<file path="config.mk">
export PLATFORM = sky130hd
export DESIGN_NAME = scan_chain_ctrl
export DESIGN_NICKNAME = d
export VERILOG_FILES = /design/src/rtl/scan_ctrl_pkg.sv /design/src/rtl/scan_ctrl_cmp.sv /design/src/rtl/scan_chain_ctrl.sv
export SDC_FILE = /design/constraint.sdc
export NUM_CORES = 1
export LEC_CHECK = 0
export ABC_AREA = 1
export BUFFER_PORTS_ARGS = -buffer_cell sky130_fd_sc_hd__buf_4
export CAP_MARGIN = 0
export CORE_UTILIZATION = 43
export CTS_CLUSTER_SIZE = 28
export DETAILED_ROUTE_END_ITERATION = 12
export GPL_ROUTABILITY_DRIVEN = 0
export GPL_TIMING_DRIVEN = 0
export PLACE_DENSITY_LB_ADDON = 0.05
export SYNTH_ARGS = -nofsm -noshare
export SYNTH_HDL_FRONTEND = slang
export SYNTH_SLANG_ARGS = --single-unit
</file>
<file path="constraint.sdc">
create_clock -name CLK -period 2.1 [get_ports CLK]
set_input_delay 0.315 -clock CLK [delete_from_list [all_inputs] [get_ports CLK]]
set_output_delay 0.315 -clock CLK [all_outputs]
set_load 0.02 [all_outputs]
</file>
<file path="src/rtl/scan_ctrl_pkg.sv">
// Shared types and constants for the scan chain controller.
package scan_ctrl_pkg;

  typedef enum logic [1:0] {
    IDLE      = 2'd0,
    SHIFT_IN  = 2'd1,
    CAPTURE   = 2'd2,
    SHIFT_OUT = 2'd3
  } state_t;

  localparam int DEF_CHAIN_LEN  = 32;
  localparam int DEF_CAP_CYCLES = 1;
  localparam int DEF_CNT_W      = 16;

  // Width of the shift bit counter; one spare bit above clog2 of the chain length.
  function automatic int cnt_width(input int n);
    return $clog2(n) + 1;
  endfunction

endpackage

</file>
<file path="src/rtl/scan_ctrl_cmp.sv">
// Masked response compare and saturating failed-test counter.
module scan_ctrl_cmp
  import scan_ctrl_pkg::*;
#(
  parameter int W     = DEF_CHAIN_LEN,
  parameter int CNT_W = DEF_CNT_W
) (
  input  logic             CLK,
  input  logic             RSTB,
  input  logic             cmp_en,
  input  logic [W-1:0]     resp,
  input  logic [W-1:0]     exp_v,
  input  logic [W-1:0]     mask,
  input  logic             done,
  input  logic             clr_cnt,
  output logic             fail,
  output logic [CNT_W-1:0] fail_cnt
);

  // register the masked compare on the final unload edge; held until the next one
  always_ff @(posedge CLK or negedge RSTB) begin
    if (!RSTB) begin
      fail <= 1'b0;
    end else if (cmp_en) begin
      fail <= |((resp ^ exp_v) & mask);
    end
  end

  // count failed tests while DONE is high; clear wins, saturate at all-ones
  always_ff @(posedge CLK or negedge RSTB) begin
    if (!RSTB) begin
      fail_cnt <= '0;
    end else if (clr_cnt) begin
      fail_cnt <= '0;
    end else if (done && fail && (fail_cnt != '1)) begin
      fail_cnt <= fail_cnt + CNT_W'(1);
    end
  end

endmodule

</file>
<file path="src/rtl/scan_chain_ctrl.sv">
// Scan chain test sequencer: serial load, functional capture, serial unload,
// masked compare against an expected vector.
// Optional build macro SCAN_CTRL_OVERLAP_EN: a START seen during CAPTURE
// queues the next test so its load overlaps the current unload.
//
// state     | meaning
// IDLE      | waiting for START, chain untouched (SE=0)
// SHIFT_IN  | SE=1, pattern shifted in MSB first, CHAIN_LEN edges
// CAPTURE   | SE=0, functional capture, CAP_CYCLES edges
// SHIFT_OUT | SE=1, response unloaded from SO, CHAIN_LEN edges
module scan_chain_ctrl
  import scan_ctrl_pkg::*;
#(
  parameter int CHAIN_LEN  = DEF_CHAIN_LEN,
  parameter int CAP_CYCLES = DEF_CAP_CYCLES,
  parameter int CNT_W      = DEF_CNT_W
) (
  input  logic                 CLK,
  input  logic                 RSTB,
  input  logic                 START,
  input  logic                 ABORT,
  input  logic                 CLR_CNT,
  input  logic [CHAIN_LEN-1:0] PAT_IN,
  input  logic [CHAIN_LEN-1:0] EXP_IN,
  input  logic [CHAIN_LEN-1:0] MASK_IN,
  input  logic                 SO,
  output logic                 SE,
  output logic                 SI,
  output logic                 BUSY,
  output logic                 DONE,
  output logic [CHAIN_LEN-1:0] RESP_OUT,
  output logic                 FAIL,
  output logic [CNT_W-1:0]     FAIL_CNT
);

  localparam int CB = cnt_width(CHAIN_LEN);

  state_t               state;
  logic [CB-1:0]        bit_cnt;
  logic [3:0]           cap_cnt;
  logic [CHAIN_LEN-1:0] sh_pat;
  logic [CHAIN_LEN-2:0] resp_sh;
  logic [CHAIN_LEN-1:0] exp_q;
  logic [CHAIN_LEN-1:0] mask_q;
  logic [CHAIN_LEN-1:0] resp_next;
  logic                 cmp_en;
`ifdef SCAN_CTRL_OVERLAP_EN
  logic [CHAIN_LEN-1:0] nxt_pat;
  logic [CHAIN_LEN-1:0] nxt_exp;
  logic [CHAIN_LEN-1:0] nxt_mask;
  logic                 nxt_vld;
`endif

  // response as it will look after this edge's SO sample; strobe on the last unload edge
  always_comb begin
    resp_next = {resp_sh, SO};
    cmp_en    = (state == SHIFT_OUT) && (bit_cnt == '0) && !ABORT;
  end

  // sequencer: state, chain controls, pattern and response shift registers
  always_ff @(posedge CLK or negedge RSTB) begin
    if (!RSTB) begin
      state    <= IDLE;
      SE       <= 1'b0;
      SI       <= 1'b0;
      BUSY     <= 1'b0;
      DONE     <= 1'b0;
      RESP_OUT <= '0;
      bit_cnt  <= '0;
      cap_cnt  <= '0;
      sh_pat   <= '0;
      resp_sh  <= '0;
      exp_q    <= '0;
      mask_q   <= '0;
`ifdef SCAN_CTRL_OVERLAP_EN
      nxt_pat  <= '0;
      nxt_exp  <= '0;
      nxt_mask <= '0;
      nxt_vld  <= 1'b0;
`endif
    end else begin
      DONE <= 1'b0;
      if (ABORT && (state != IDLE)) begin
        // abandon the test; previous result and count stay visible
        state <= IDLE;
        SE    <= 1'b0;
        SI    <= 1'b0;
        BUSY  <= 1'b0;
`ifdef SCAN_CTRL_OVERLAP_EN
        nxt_vld <= 1'b0;
`endif
      end else begin
        case (state)
          IDLE: begin
            if (START && !ABORT) begin
              exp_q   <= EXP_IN;
              mask_q  <= MASK_IN;
              SI      <= PAT_IN[CHAIN_LEN-1];
              sh_pat  <= PAT_IN << 1;
              SE      <= 1'b1;
              BUSY    <= 1'b1;
              bit_cnt <= CB'(CHAIN_LEN - 1);
              state   <= SHIFT_IN;
            end
          end

          SHIFT_IN: begin
            if (bit_cnt == '0) begin
              state   <= CAPTURE;
              SE      <= 1'b0;
              SI      <= 1'b0;
              cap_cnt <= 4'(CAP_CYCLES - 1);
            end else begin
              bit_cnt <= bit_cnt - CB'(1);
              SI      <= sh_pat[CHAIN_LEN-1];
              sh_pat  <= sh_pat << 1;
            end
          end

          CAPTURE: begin
`ifdef SCAN_CTRL_OVERLAP_EN
            if (START) begin
              nxt_pat  <= PAT_IN;
              nxt_exp  <= EXP_IN;
              nxt_mask <= MASK_IN;
              nxt_vld  <= 1'b1;
            end
`endif
            if (cap_cnt == '0) begin
              state   <= SHIFT_OUT;
              SE      <= 1'b1;
              bit_cnt <= CB'(CHAIN_LEN - 1);
              resp_sh <= '0;
`ifdef SCAN_CTRL_OVERLAP_EN
              // the queued pattern goes in while the response comes out
              if (START) begin
                SI     <= PAT_IN[CHAIN_LEN-1];
                sh_pat <= PAT_IN << 1;
              end else if (nxt_vld) begin
                SI     <= nxt_pat[CHAIN_LEN-1];
                sh_pat <= nxt_pat << 1;
              end else begin
                SI     <= 1'b0;
                sh_pat <= '0;
              end
`else
              SI <= 1'b0;
`endif
            end else begin
              cap_cnt <= cap_cnt - 4'd1;
            end
          end

          SHIFT_OUT: begin
            resp_sh <= resp_next[CHAIN_LEN-2:0];
            if (bit_cnt == '0) begin
              RESP_OUT <= resp_next;
              DONE     <= 1'b1;
              SI       <= 1'b0;
              SE       <= 1'b0;
`ifdef SCAN_CTRL_OVERLAP_EN
              if (nxt_vld) begin
                // next test is already in the chain: go straight to capture
                state   <= CAPTURE;
                cap_cnt <= 4'(CAP_CYCLES - 1);
                exp_q   <= nxt_exp;
                mask_q  <= nxt_mask;
                nxt_vld <= 1'b0;
              end else begin
                state <= IDLE;
                BUSY  <= 1'b0;
              end
`else
              state <= IDLE;
              BUSY  <= 1'b0;
`endif
            end else begin
              bit_cnt <= bit_cnt - CB'(1);
`ifdef SCAN_CTRL_OVERLAP_EN
              SI     <= sh_pat[CHAIN_LEN-1];
              sh_pat <= sh_pat << 1;
`else
              SI <= 1'b0;
`endif
            end
          end

          default: begin
            state <= IDLE;
            SE    <= 1'b0;
            SI    <= 1'b0;
            BUSY  <= 1'b0;
          end
        endcase
      end
    end
  end

  scan_ctrl_cmp #(
    .W     (CHAIN_LEN),
    .CNT_W (CNT_W)
  ) u_cmp (
    .CLK      (CLK),
    .RSTB     (RSTB),
    .cmp_en   (cmp_en),
    .resp     (resp_next),
    .exp_v    (exp_q),
    .mask     (mask_q),
    .done     (DONE),
    .clr_cnt  (CLR_CNT),
    .fail     (FAIL),
    .fail_cnt (FAIL_CNT)
  );

endmodule

</file>
==> results.cfg <==
[detailed_routing]
via_per_inst = 4.89
route.detailed.drc = 0
routed_wl_mm = 21.2
vias = 7080
first_pass_iters = 5
drtIter0Drc = 323
ant_nets = 0
wire_per_inst_um = 14.7

[place]
dp.cells = 1416
numPortBuffers = 154
pre_cts_slack_ps = -97.1
dp_hpwl_mm = 15.2
placed_cell_area_mm2 = 0.0103

[floorplan]
initial_utilization_pct = 44.5
dieHeight_um = 145
core_area_mm2 = 0.0197
rows = 51
die_width_um = 145
ios = 155
die-area_mm2 = 0.0210

[sta]
final-setup-viol-count = 0
setup_tns_ps = 0
fmax_mhz = 502
finalClockSkew_ps = 11.6
slew_viol_final = 0
period_needed_ps = 1990
worst_slew_pin_slew_ps = 603
fin_ws_ps = 107
post-route-period-util_pct = 94.9
maxSlewHeadroom_pct = 59.8
rsz0062_at_grt = true
whs_ps = 106
finalHoldViolCount = 0

[critical_path]
slowest_stage = dfrtp_1
cp_max_fo = 10
path_class = reg2reg
cp_slowest_stage_delay_ps = 390
crit_path_end_kind = register
cpMostUsedCell = o21ai_0
crit_required_ps = 2400
cp_data_arrival_time_ps = 2290
crit_chain = inv_1 > ha_1 > nand2_1 > o21ai_0 > nor2_2 > clkbuf_1 > o21ai_0
critPathLaunchType = register

[yosys]
syn_area_per_cell_um2 = 8.80
yosysWarnings = 0
yosysUniqueCellTypes = 33
seq_area_frac_synth_pct = 54.5
postSynthCellCount = 996
syn-cell-area_mm2 = 0.00876
yosys_register_bits = 191
synthesis.nets = 1107

[cells_and_area]
syn_to_final_growth_pct = 25.6
layout-drive-gt1-share_pct = 22.4
fillers = 1894
postLayoutCellArea_mm2 = 0.0110
antenna_cells = 0
final_nets = 1282
fin_cells = 1449

[cts]
numCtsBuffers = 17
clk-insertion-delay-late_ps = 430
numClockSinks = 191
postCtsSetupRepairBufs = 0
clockBufferDepth = 2
clk_pin_slew_worst_paths_ps = 70
htreeDepth = 4
cts_tree = done
clockRootBuffer = clkbuf_16

[pwr]
power_switching_share_pct = 34.4
ir_drop_mv = 0.697
p_seq_share_pct = 39.5
power_density_mw_per_mm2 = 1210
p_int_mw = 8.73
p_sw_mw = 4.59
leakagePower_nw = 5.31
pwr-share-clk_pct = 28.1
combPwrFrac_pct = 32.4

[grt]
grt_max_degree = 121
grtUsageTotal_pct = 21.3
grt_overflow = 0
antenna_found_initial = 1
grt_pass1_wl_mm = 34.2
grt_pass1_vias = 6771

[run]
maxCapViolCount = 0

[hold_path]
min_path_type = in2reg

[status]
status = complete, no violations
layer usage:
| metal | GRT usage, % | wire, um |
|---|---|---|
| met1 | 28.8 | 10200 |
| met2 | 34.9 | 9970 |
| met3 | 4.18 | 833 |
| met4 | 5.82 | 221 |
| met5 | 0 | 9 |
cell usage in the layout, fill, tap and decap left out, types with 6 or more instances in the layout:
cell type	netlist	final
nand2_1	215	215
dfrtp_1	191	191
buf_4	4	161
inv_1	129	129
o21ai_0	87	87
nand3_1	84	84
nor2_1	59	59
mux2_2	35	35
a21oi_1	34	34
o21ai_1	32	32
o211ai_1	29	29
clkbuf_16	0	17
buf_2	22	14
nand4_1	12	12
ha_1	9	9
clkbuf_1	12	8
buf_1	5	6
nor3_1	6	6
bufinv_16	0	6
cells by family after synthesis:
kind of cell	after synthesis	share of synthesized area [%]
buffers and inverters	174	8.02
AOI/OAI and AO/OA	191	12.1
DFF	191	54.5
xor gates and xnor gates	8	0.799
adders and majority gates	9	1.28
and+or+nand+nor	388	18.8
muxes	35	4.50
flip-flops by register name (all words and copies together), names as in the netlist, 2 cells and up:
name and flops:
u_cmp.fail_cnt 16, resp_sh 31, cap_cnt 4, mask_q 32, state 2, bit_cnt 6
exp_q 32, sh_pat 31, RESP_OUT 32
final cells by class:
| type | instances | area [um^2] | share of cell area, % |
|---|---|---|---|
| Sequential cell | 191 | 4780 | 43.4 |
| Multi-Input combinational cell | 631 | 3280 | 29.8 |
| Timing Repair Buffer | 156 | 1200 | 10.9 |
| Inverter | 130 | 488 | 4.43 |
| Clock buffer | 18 | 429 | 3.90 |
| Tap cell | 265 | 332 | 3.01 |
| Clock inverter | 14 | 255 | 2.32 |
| Buffer | 44 | 240 | 2.18 |
cell usage after synthesis (all sizes together):
| library cell | count | area (um^2) |
|---|---|---|
| a21oi | 36 | 195 |
| a31oi | 1 | 6.26 |
| buf | 32 | 170 |
| clkbuf | 12 | 45.0 |
| dfrtp | 191 | 4780 |
| ha | 9 | 113 |
| inv | 130 | 488 |
| mux2 | 35 | 394 |
| nand2 | 215 | 807 |
| nand3 | 84 | 420 |
| nand3b | 2 | 15.0 |
| nand4 | 13 | 87.6 |
| nor2 | 65 | 264 |
| nor3 | 7 | 40.0 |
| o211ai | 29 | 218 |
| o21ai | 119 | 596 |
| o21bai | 1 | 7.51 |
| o22ai | 1 | 6.26 |
| o31ai | 4 | 30.0 |
| or2 | 2 | 12.5 |
| xnor2 | 3 | 26.3 |
| xor2 | 5 | 43.8 |
worst max-delay path, delay by kind of cell (launching register included):
kind,cells,cell delay (ps)
flip-flops,1,390
AND/OR/NAND/NOR,2,460
adder cells (fa/ha/maj),1,270
AO/OA/AOI/OAI,2,260
buffers and inverters,2,470
metrics by stage:
step | util, % | power (mW)
finish | 55.8 | 13.3
detailed placement | 52.2 | 9.69
global placement | 52.0 | 9.57
global route | 55.8 | 14.3
CTS | 55.7 | 13.5
floorplan | - | 8.38
power by group through the flow:
stage	Sequential (mW)	Combinational (mW)	Clock [mW]
after floorplan	5.24	3.15	0
after global placement	5.30	4.27	0
after detailed placement	5.33	4.36	0
after CTS	5.26	4.39	3.81
after global routing	5.39	4.95	3.96
final	5.26	4.32	3.74
path summary, 6_finish.rpt:
check	from	endpoint	slack, ps	cells after the start
setup / recovery	state[0]	resp_sh[2]	110	7
hold / removal	MASK_IN[13]	mask_q[13]	110	2
setup reg to reg	state[0]	resp_sh[2]	110	7
hold reg to reg	RESP_OUT[1]	RESP_OUT[1]	490	2
max in group asynchronous	RSTB	RESP_OUT[16]	680	3
min in group asynchronous	RSTB	sh_pat[24]	440	2
repair_timing:
action                                  4_1_cts  5_1_grt
hold buffers                                  1        0
resized for setup                             4       13
gates cloned                                  0        0
endpoints found under the hold margin        71        0
endpoints found under the setup margin       21       97
Power figures use the tool's default switching activity.
